### config.mk
export PLATFORM = sky130hd
export DESIGN_NAME = snow64_bfloat16_add
export DESIGN_NICKNAME = d
export VERILOG_FILES = /design/src/rtl/snow64_bfloat16_add_pkg.sv /design/src/rtl/snow64_count_leading_zeros_16.sv /design/src/rtl/snow64_bfloat16_add.sv
export SDC_FILE = /design/constraint.sdc
export NUM_CORES = 1
export LEC_CHECK = 0
export BUFFER_PORTS_ARGS = -buffer_cell sky130_fd_sc_hd__buf_2
export CAP_MARGIN = 20
export CORE_MARGIN = 4
export CORE_UTILIZATION = 62
export DETAILED_ROUTE_END_ITERATION = 10
export GPL_TIMING_DRIVEN = 0
export PLACE_DENSITY_LB_ADDON = 0.1
export SYNTH_ARGS = -nofsm -noshare
export SYNTH_HDL_FRONTEND = slang
export SYNTH_SLANG_ARGS = --single-unit
### constraint.sdc
create_clock -name clk -period 5.95 [get_ports clk]
set_input_delay 0.2975 -clock clk [delete_from_list [all_inputs] [get_ports clk]]
set_output_delay 0.2975 -clock clk [all_outputs]
set_load 0.05 [all_outputs]
### src/rtl/snow64_bfloat16_add_pkg.sv
// PkgSnow64BFloat16: BFloat16 format constants, port structs and the adder FSM state type.
package PkgSnow64BFloat16;

    localparam int unsigned BF16_WIDTH = 16;
    localparam int unsigned EXP_WIDTH  = 8;
    localparam int unsigned MANT_WIDTH = 7;
    localparam int unsigned EXP_BIAS   = 127;

    localparam logic [EXP_WIDTH-1:0]  EXP_SPECIAL = 8'hFF;
    localparam logic [BF16_WIDTH-1:0] QNAN        = 16'h7FC0;
    localparam logic [BF16_WIDTH-2:0] SAT_MAG     = 15'h7F7F;

    typedef struct packed {
        logic                  sign;
        logic [EXP_WIDTH-1:0]  enc_exp;
        logic [MANT_WIDTH-1:0] enc_mantissa;
    } BFloat16;

    typedef struct packed {
        logic                  start;
        logic [BF16_WIDTH-1:0] a;
        logic [BF16_WIDTH-1:0] b;
    } PortIn_BinOp;

    typedef struct packed {
        logic                  can_accept_cmd;
        logic                  data_valid;
        logic [BF16_WIDTH-1:0] data;
    } PortOut_BinOp;

    typedef enum logic [1:0] {
        StIdle,
        StAlign,
        StAdd,
        StNorm
    } StateAdd;

endpackage

### src/rtl/snow64_count_leading_zeros_16.sv
// snow64_count_leading_zeros_16: combinational leading-zero count of a 16-bit word (16 when zero).
module snow64_count_leading_zeros_16 (
    input  logic [15:0] data,
    output logic [4:0]  count
);

    logic found;

    // Scan from the MSB; the first set bit fixes the count.
    always_comb begin
        count = 5'd16;
        found = 1'b0;
        for (int unsigned i = 0; i < 16; i++) begin
            if (!found && data[15 - i]) begin
                count = 5'(i);
                found = 1'b1;
            end
        end
    end

endmodule

### src/rtl/snow64_bfloat16_add.sv
// snow64_bfloat16_add: multi-cycle BFloat16 adder (IDLE->ALIGN->ADD->NORM), one op in flight.
// Optional: define SNOW64_BFLOAT16_ADD_SPECIALS_EN to treat exp=255 as inf/NaN and overflow to inf;
// otherwise exp=255 is an ordinary exponent and overflow saturates to +/-7F7F.
module snow64_bfloat16_add
    import PkgSnow64BFloat16::*;
(
    input  logic         clk,
    input  logic         rst,
    input  PortIn_BinOp  in,
    output PortOut_BinOp out
);

    StateAdd state, next_state;

    BFloat16 op_a, op_b;

    // ALIGN -> ADD pipeline registers
    logic [15:0] sig_big, sig_small;
    logic [7:0]  exp_big;
    logic        sign_big, do_sub;

    // ADD -> NORM register
    logic [16:0] sum;

    logic [15:0] data_r;
    logic        data_valid_r;

    // ALIGN combinational terms
    BFloat16     big_c, small_c;
    logic [15:0] sig_big_c, sig_small_full_c, sig_small_c;
    logic [7:0]  exp_diff_c;

    // NORM combinational terms
    logic [4:0]        lz;
    logic [15:0]       shifted_c;
    logic signed [9:0] exp_norm_c;
    logic [6:0]        mant_c;
    logic [15:0]       result_c;

    logic start_accepted;
    assign start_accepted = in.start && (state == StIdle);

`ifdef SNOW64_BFLOAT16_ADD_SPECIALS_EN
    logic        a_nan, b_nan, a_inf, b_inf;
    logic        special_c, special_r;
    logic [15:0] special_data_c, special_data_r;

    // Resolve inf/NaN operands up front; they bypass the arithmetic path.
    always_comb begin
        a_nan = (op_a.enc_exp == EXP_SPECIAL) && (op_a.enc_mantissa != '0);
        b_nan = (op_b.enc_exp == EXP_SPECIAL) && (op_b.enc_mantissa != '0);
        a_inf = (op_a.enc_exp == EXP_SPECIAL) && (op_a.enc_mantissa == '0);
        b_inf = (op_b.enc_exp == EXP_SPECIAL) && (op_b.enc_mantissa == '0);
        special_c      = 1'b1;
        special_data_c = '0;
        if (a_nan || b_nan || (a_inf && b_inf && (op_a.sign != op_b.sign))) begin
            special_data_c = QNAN;
        end else if (a_inf) begin
            special_data_c = op_a;
        end else if (b_inf) begin
            special_data_c = op_b;
        end else begin
            special_c = 1'b0;
        end
    end
`endif

    // Pick the larger-magnitude operand and align the smaller one to its exponent.
    always_comb begin
        if ({op_a.enc_exp, op_a.enc_mantissa} >= {op_b.enc_exp, op_b.enc_mantissa}) begin
            big_c   = op_a;
            small_c = op_b;
        end else begin
            big_c   = op_b;
            small_c = op_a;
        end
        sig_big_c        = (big_c.enc_exp == '0)   ? '0 : {1'b1, big_c.enc_mantissa, 8'h00};
        sig_small_full_c = (small_c.enc_exp == '0) ? '0 : {1'b1, small_c.enc_mantissa, 8'h00};
        exp_diff_c       = big_c.enc_exp - small_c.enc_exp;
        sig_small_c      = (exp_diff_c >= 8'd16) ? '0 : (sig_small_full_c >> exp_diff_c[3:0]);
    end

    snow64_count_leading_zeros_16 u_lzc (
        .data  (sum[15:0]),
        .count (lz)
    );

    // Normalise the raw sum, truncate the mantissa and clamp the exponent range.
    always_comb begin
        shifted_c = sum[15:0] << lz;
        if (sum[16]) begin
            mant_c     = 7'(sum >> 9);
            exp_norm_c = $signed({2'b00, exp_big}) + 10'sd1;
        end else begin
            mant_c     = 7'(shifted_c >> 8);
            exp_norm_c = $signed({2'b00, exp_big}) - $signed({5'b00000, lz});
        end
        if (sum == '0) begin
            result_c = '0;
        end else if (exp_norm_c <= 10'sd0) begin
            result_c = {sign_big, 15'h0000};
        end else if (exp_norm_c >= 10'sd255) begin
`ifdef SNOW64_BFLOAT16_ADD_SPECIALS_EN
            result_c = {sign_big, EXP_SPECIAL, 7'h00};
`else
            result_c = {sign_big, SAT_MAG};
`endif
        end else begin
            result_c = {sign_big, exp_norm_c[7:0], mant_c};
        end
`ifdef SNOW64_BFLOAT16_ADD_SPECIALS_EN
        if (special_r) begin
            result_c = special_data_r;
        end
`endif
    end

    // FSM state register.
    always_ff @(posedge clk or posedge rst) begin
        if (rst) begin
            state <= StIdle;
        end else begin
            state <= next_state;
        end
    end

    // Next-state logic: one cycle per stage, starts while busy are dropped.
    always_comb begin
        next_state = StIdle;
        unique case (state)
            StIdle:  next_state = in.start ? StAlign : StIdle;
            StAlign: next_state = StAdd;
            StAdd:   next_state = StNorm;
            StNorm:  next_state = StIdle;
            default: next_state = StIdle;
        endcase
    end

    // Output drive: idle doubles as the result cycle, so a new start is taken alongside data_valid.
    always_comb begin
        out.can_accept_cmd = (state == StIdle);
        out.data_valid     = data_valid_r;
        out.data           = data_r;
    end

    // Operand latch and per-stage datapath registers.
    always_ff @(posedge clk or posedge rst) begin
        if (rst) begin
            op_a      <= '0;
            op_b      <= '0;
            sig_big   <= '0;
            sig_small <= '0;
            exp_big   <= '0;
            sign_big  <= 1'b0;
            do_sub    <= 1'b0;
            sum       <= '0;
`ifdef SNOW64_BFLOAT16_ADD_SPECIALS_EN
            special_r      <= 1'b0;
            special_data_r <= '0;
`endif
        end else begin
            if (start_accepted) begin
                op_a <= in.a;
                op_b <= in.b;
            end
            if (state == StAlign) begin
                sig_big   <= sig_big_c;
                sig_small <= sig_small_c;
                exp_big   <= big_c.enc_exp;
                sign_big  <= big_c.sign;
                do_sub    <= big_c.sign ^ small_c.sign;
`ifdef SNOW64_BFLOAT16_ADD_SPECIALS_EN
                special_r      <= special_c;
                special_data_r <= special_data_c;
`endif
            end
            if (state == StAdd) begin
                sum <= do_sub ? ({1'b0, sig_big} - {1'b0, sig_small})
                              : ({1'b0, sig_big} + {1'b0, sig_small});
            end
        end
    end

    // Result register and single-cycle valid pulse on leaving NORM.
    always_ff @(posedge clk or posedge rst) begin
        if (rst) begin
            data_r       <= '0;
            data_valid_r <= 1'b0;
        end else begin
            data_valid_r <= (state == StNorm);
            if (state == StNorm) begin
                data_r <= result_c;
            end
        end
    end

endmodule

==> impl_metrics.toml <==
[status]
status = "completed"

[worst_setup_path]
cp_top_family = "compound AO/OA/AOI/OAI gates"
cp.depth = 17
slowest_stage = "or4_1"
critPathLaunchType = "flip-flop"
cp-startpoint = "sum[12]"
cp.required_ps = 6160
rr_startpoint = "sum[12]"
arrival_ps = 5650
cpPeakStageDelay_ps = 570
path_buf_inv = 3
cp_cell_sequence = "nor4_2 > and4_1 > clkbuf_1 > nand2_1 > o311ai_4 > buf_2 > ha_1 > fa_1 > nor2b_1 > o21ai_0 > a21oi_1 > o22ai_1 > xnor2_1 > or4_1 > o31ai_2 > clkbuf_1 > o22ai_1"
critical_path_peak_fanout = 11
critPathKind = "reg -> reg"
r2r_cells = 17
end_kind = "flip-flop"

[clock_tree]
root_buffer = "clkbuf_16"
numCtsBuffers = 9
cts_sinks = 102
htree_levels = 3
clk_pin_slew_worst_paths_ps = 70
cts_setup_buffers = 0
cts_tree = "built"
cts_buffer_depth = 2
clk_latency_ps = 360

[global_routing]
grt_pass1_wl_microns = 35700
gr-usage-met3_pct = 4.38
grt_pass1_vias = 7098
grtUsageTotal_pct = 30.5
grt.busiest_layer = "met2"
grt_util_met2_pct = 53.9
use_met1_pct = 38.2
grt_max_degree = 78
gr-total-overflow = 0
antenna_found_initial = 0

[detailed_routing]
wl_microns = 21400
wl_per_cell_microns = 19.2
drt-vias-per-instance = 6.43
ant_nets = 0
drt_iter0_drc = 804
drtPass1Iterations = 6
num_vias = 7187
drc = 0

[logic_synthesis]
synth_seq_cells = 102
yosysUniqueCellTypes = 82
ys_seq_area_share_pct = 32.8
syn_area_sq_um = 7790
synth_edf_count = 0
ys.warnings.count = 0
postSynth.topFlopCell = "dfrtp_1"
synthesis.nets = 951
syn_inst = 879
synthArstFlopShare_pct = 100
avgSynthCellArea_sq_um = 8.86

[sta]
fin_crit_ps = 5440
max_freq_ghz = 0.184
rsz0062_at_grt = "false"
worstMarginPinSlew_ps = 959
clock_skew_ps = 10.2
relSlewSlack_pct = 35.5
hold_viol = 0
setup_viol = 0
final.setup.tns_ps = 0
min_period_over_period_pct = 91.4
drv_slew = 0

[worst_hold_path]
hp-class = "in -> reg"
hold_start = "in[18]"
whs_path_depth = 2

[finish]
final_nets = 1016
drive_gt1_share_pct = 16.9
area_growth_pct = 10.4
num_antenna_cells = 0

[place]
dp_hpwl_microns = 16300
gp_congestion = 0.945
io_buffers = 52

[die]
coreArea_sq_um = 12200
dieArea_sq_um = 14400
ios = 53
rows = 40
die_h_microns = 120
start_util_pct = 64.0
die_w_microns = 120

[job]
cap_viol_max_count = 0
## path summary, 6_finish.rpt
check / to / slack (ps)
hold reg to reg: data_r[0] / 500
max in group asynchronous: sum[3] / 4800
hold / removal: op_a[2] / 170
min in group asynchronous: op_b[6] / 480
setup / recovery: data_r[13] / 510
setup reg to reg: data_r[13] / 510
## synth_stat cells (3+ instances only)
| cell | count | area share, % |
|---|---|---|
| clkbuf_1 | 26 | 1.3 |
| o32a_1 | 3 | 0.39 |
| and4_1 | 6 | 0.67 |
| nor3_1 | 20 | 1.3 |
| inv_1 | 77 | 3.7 |
| a2111oi_0 | 6 | 0.67 |
| o22ai_1 | 30 | 2.4 |
| nand4_1 | 7 | 0.56 |
| buf_6 | 4 | 0.58 |
| buf_1 | 4 | 0.19 |
| and3_1 | 8 | 0.64 |
| nor2b_1 | 12 | 0.96 |
| a41o_1 | 4 | 0.51 |
| nand2b_1 | 8 | 0.64 |
| o32ai_1 | 5 | 0.56 |
| buf_2 | 9 | 0.58 |
| dfrtp_1 | 102 | 33 |
| o21a_1 | 6 | 0.58 |
| a211oi_1 | 6 | 0.58 |
| a21o_1 | 7 | 0.67 |
| xor2_1 | 8 | 0.90 |
| o211a_1 | 3 | 0.39 |
| o31ai_1 | 4 | 0.39 |
| nand2_1 | 63 | 3.0 |
| a31oi_1 | 21 | 1.7 |
| o21ai_0 | 21 | 1.3 |
| ha_1 | 36 | 5.8 |
| or2_2 | 3 | 0.24 |
| xnor2_1 | 30 | 3.4 |
| a21oi_1 | 52 | 3.3 |
| a221oi_1 | 5 | 0.56 |
| o221ai_1 | 5 | 0.56 |
| and2_1 | 9 | 0.72 |
| nand3_1 | 29 | 1.9 |
| o21bai_1 | 5 | 0.48 |
| nor4_1 | 6 | 0.48 |
| mux4_2 | 6 | 1.7 |
| o211ai_1 | 5 | 0.48 |
| or3_1 | 4 | 0.32 |
| mux2_2 | 42 | 6.1 |
| or4_1 | 7 | 0.67 |
| mux2i_1 | 38 | 4.9 |
| nor2_1 | 78 | 3.8 |
## metal layers
layer | routed length [microns] | part of all wire, %
met2 | 10900 | 51
met5 | 0 | 0
met4 | 599 | 2.8
met3 | 1370 | 6.4
met1 | 8610 | 40
## cells by family after synthesis
family                     after synthesis  share of synthesized area [%]
and+or+nand+nor                        269                           17.0
AOI/OAI and AO/OA                      224                           20.6
buffers and inverters                  123                           6.56
DFF                                    102                           32.8
muxes                                   86                           12.7
xor gates and xnor gates                38                           4.27
adders and majority gates               37                           6.04
## timing repair
action                                  4_1_cts  5_1_grt
hold endpoints to repair                     25        0
gates resized for setup                       0        1
endpoints found under the setup margin        0        9
hold buffers                                  1        0
## per-stage QoR
stage	hold slack [ps]	std cells	cell area (sq um)	utilization, %	worst slack (ps)
floorplan	448	879	7790	-	1330
global placement	488	1099	8260	67.9	568
detailed placement	288	1100	8290	68.1	406
CTS	163	1117	8590	70.6	390
global route	168	1117	8590	70.7	135
finish	171	1117	8590	70.7	513
## flip-flops by register name, indices dropped and copies added, names as in the netlist
signal        flops
data_r           16
data_valid_r      1
do_sub            1
exp_big           8
op_a             16
op_b             16
sig_big           8
sig_small        16
sign_big          1
state             2
sum              17
## final cells by class
class	count	area, sq um
timing repair buffer	54	298
inverter	78	295
clock buffer	11	253
fill	968	3570
tap	168	210
sequential	102	2550
clock inverter	5	38.8
multi-input combinational	654	4730
buffer	45	218
## layout by cell type (no fill, tap or decap), drive strengths merged, types with 5 or more instances in the layout
cell type	n
inv	81
o221ai	6
nand2b	8
o21a	6
and3	8
ha	36
a21o	7
nand4	7
o22ai	31
nor3	21
nand3	30
nor2	80
a31oi	21
and4	8
o211ai	5
a221oi	5
mux2i	38
o21ai	24
a21oi	54
buf	72
xor2	8
mux4	6
a2111oi	6
o21bai	5
xnor2	30
o32ai	7
mux2	42
and2	9
clkbuf	37
nor2b	12
or4	7
nand2	64
dfrtp	102
nor4	7
a211oi	8
Power is not shown: default switching activity piles up to over one toggle a cycle in this logic, so the estimate is an artifact.
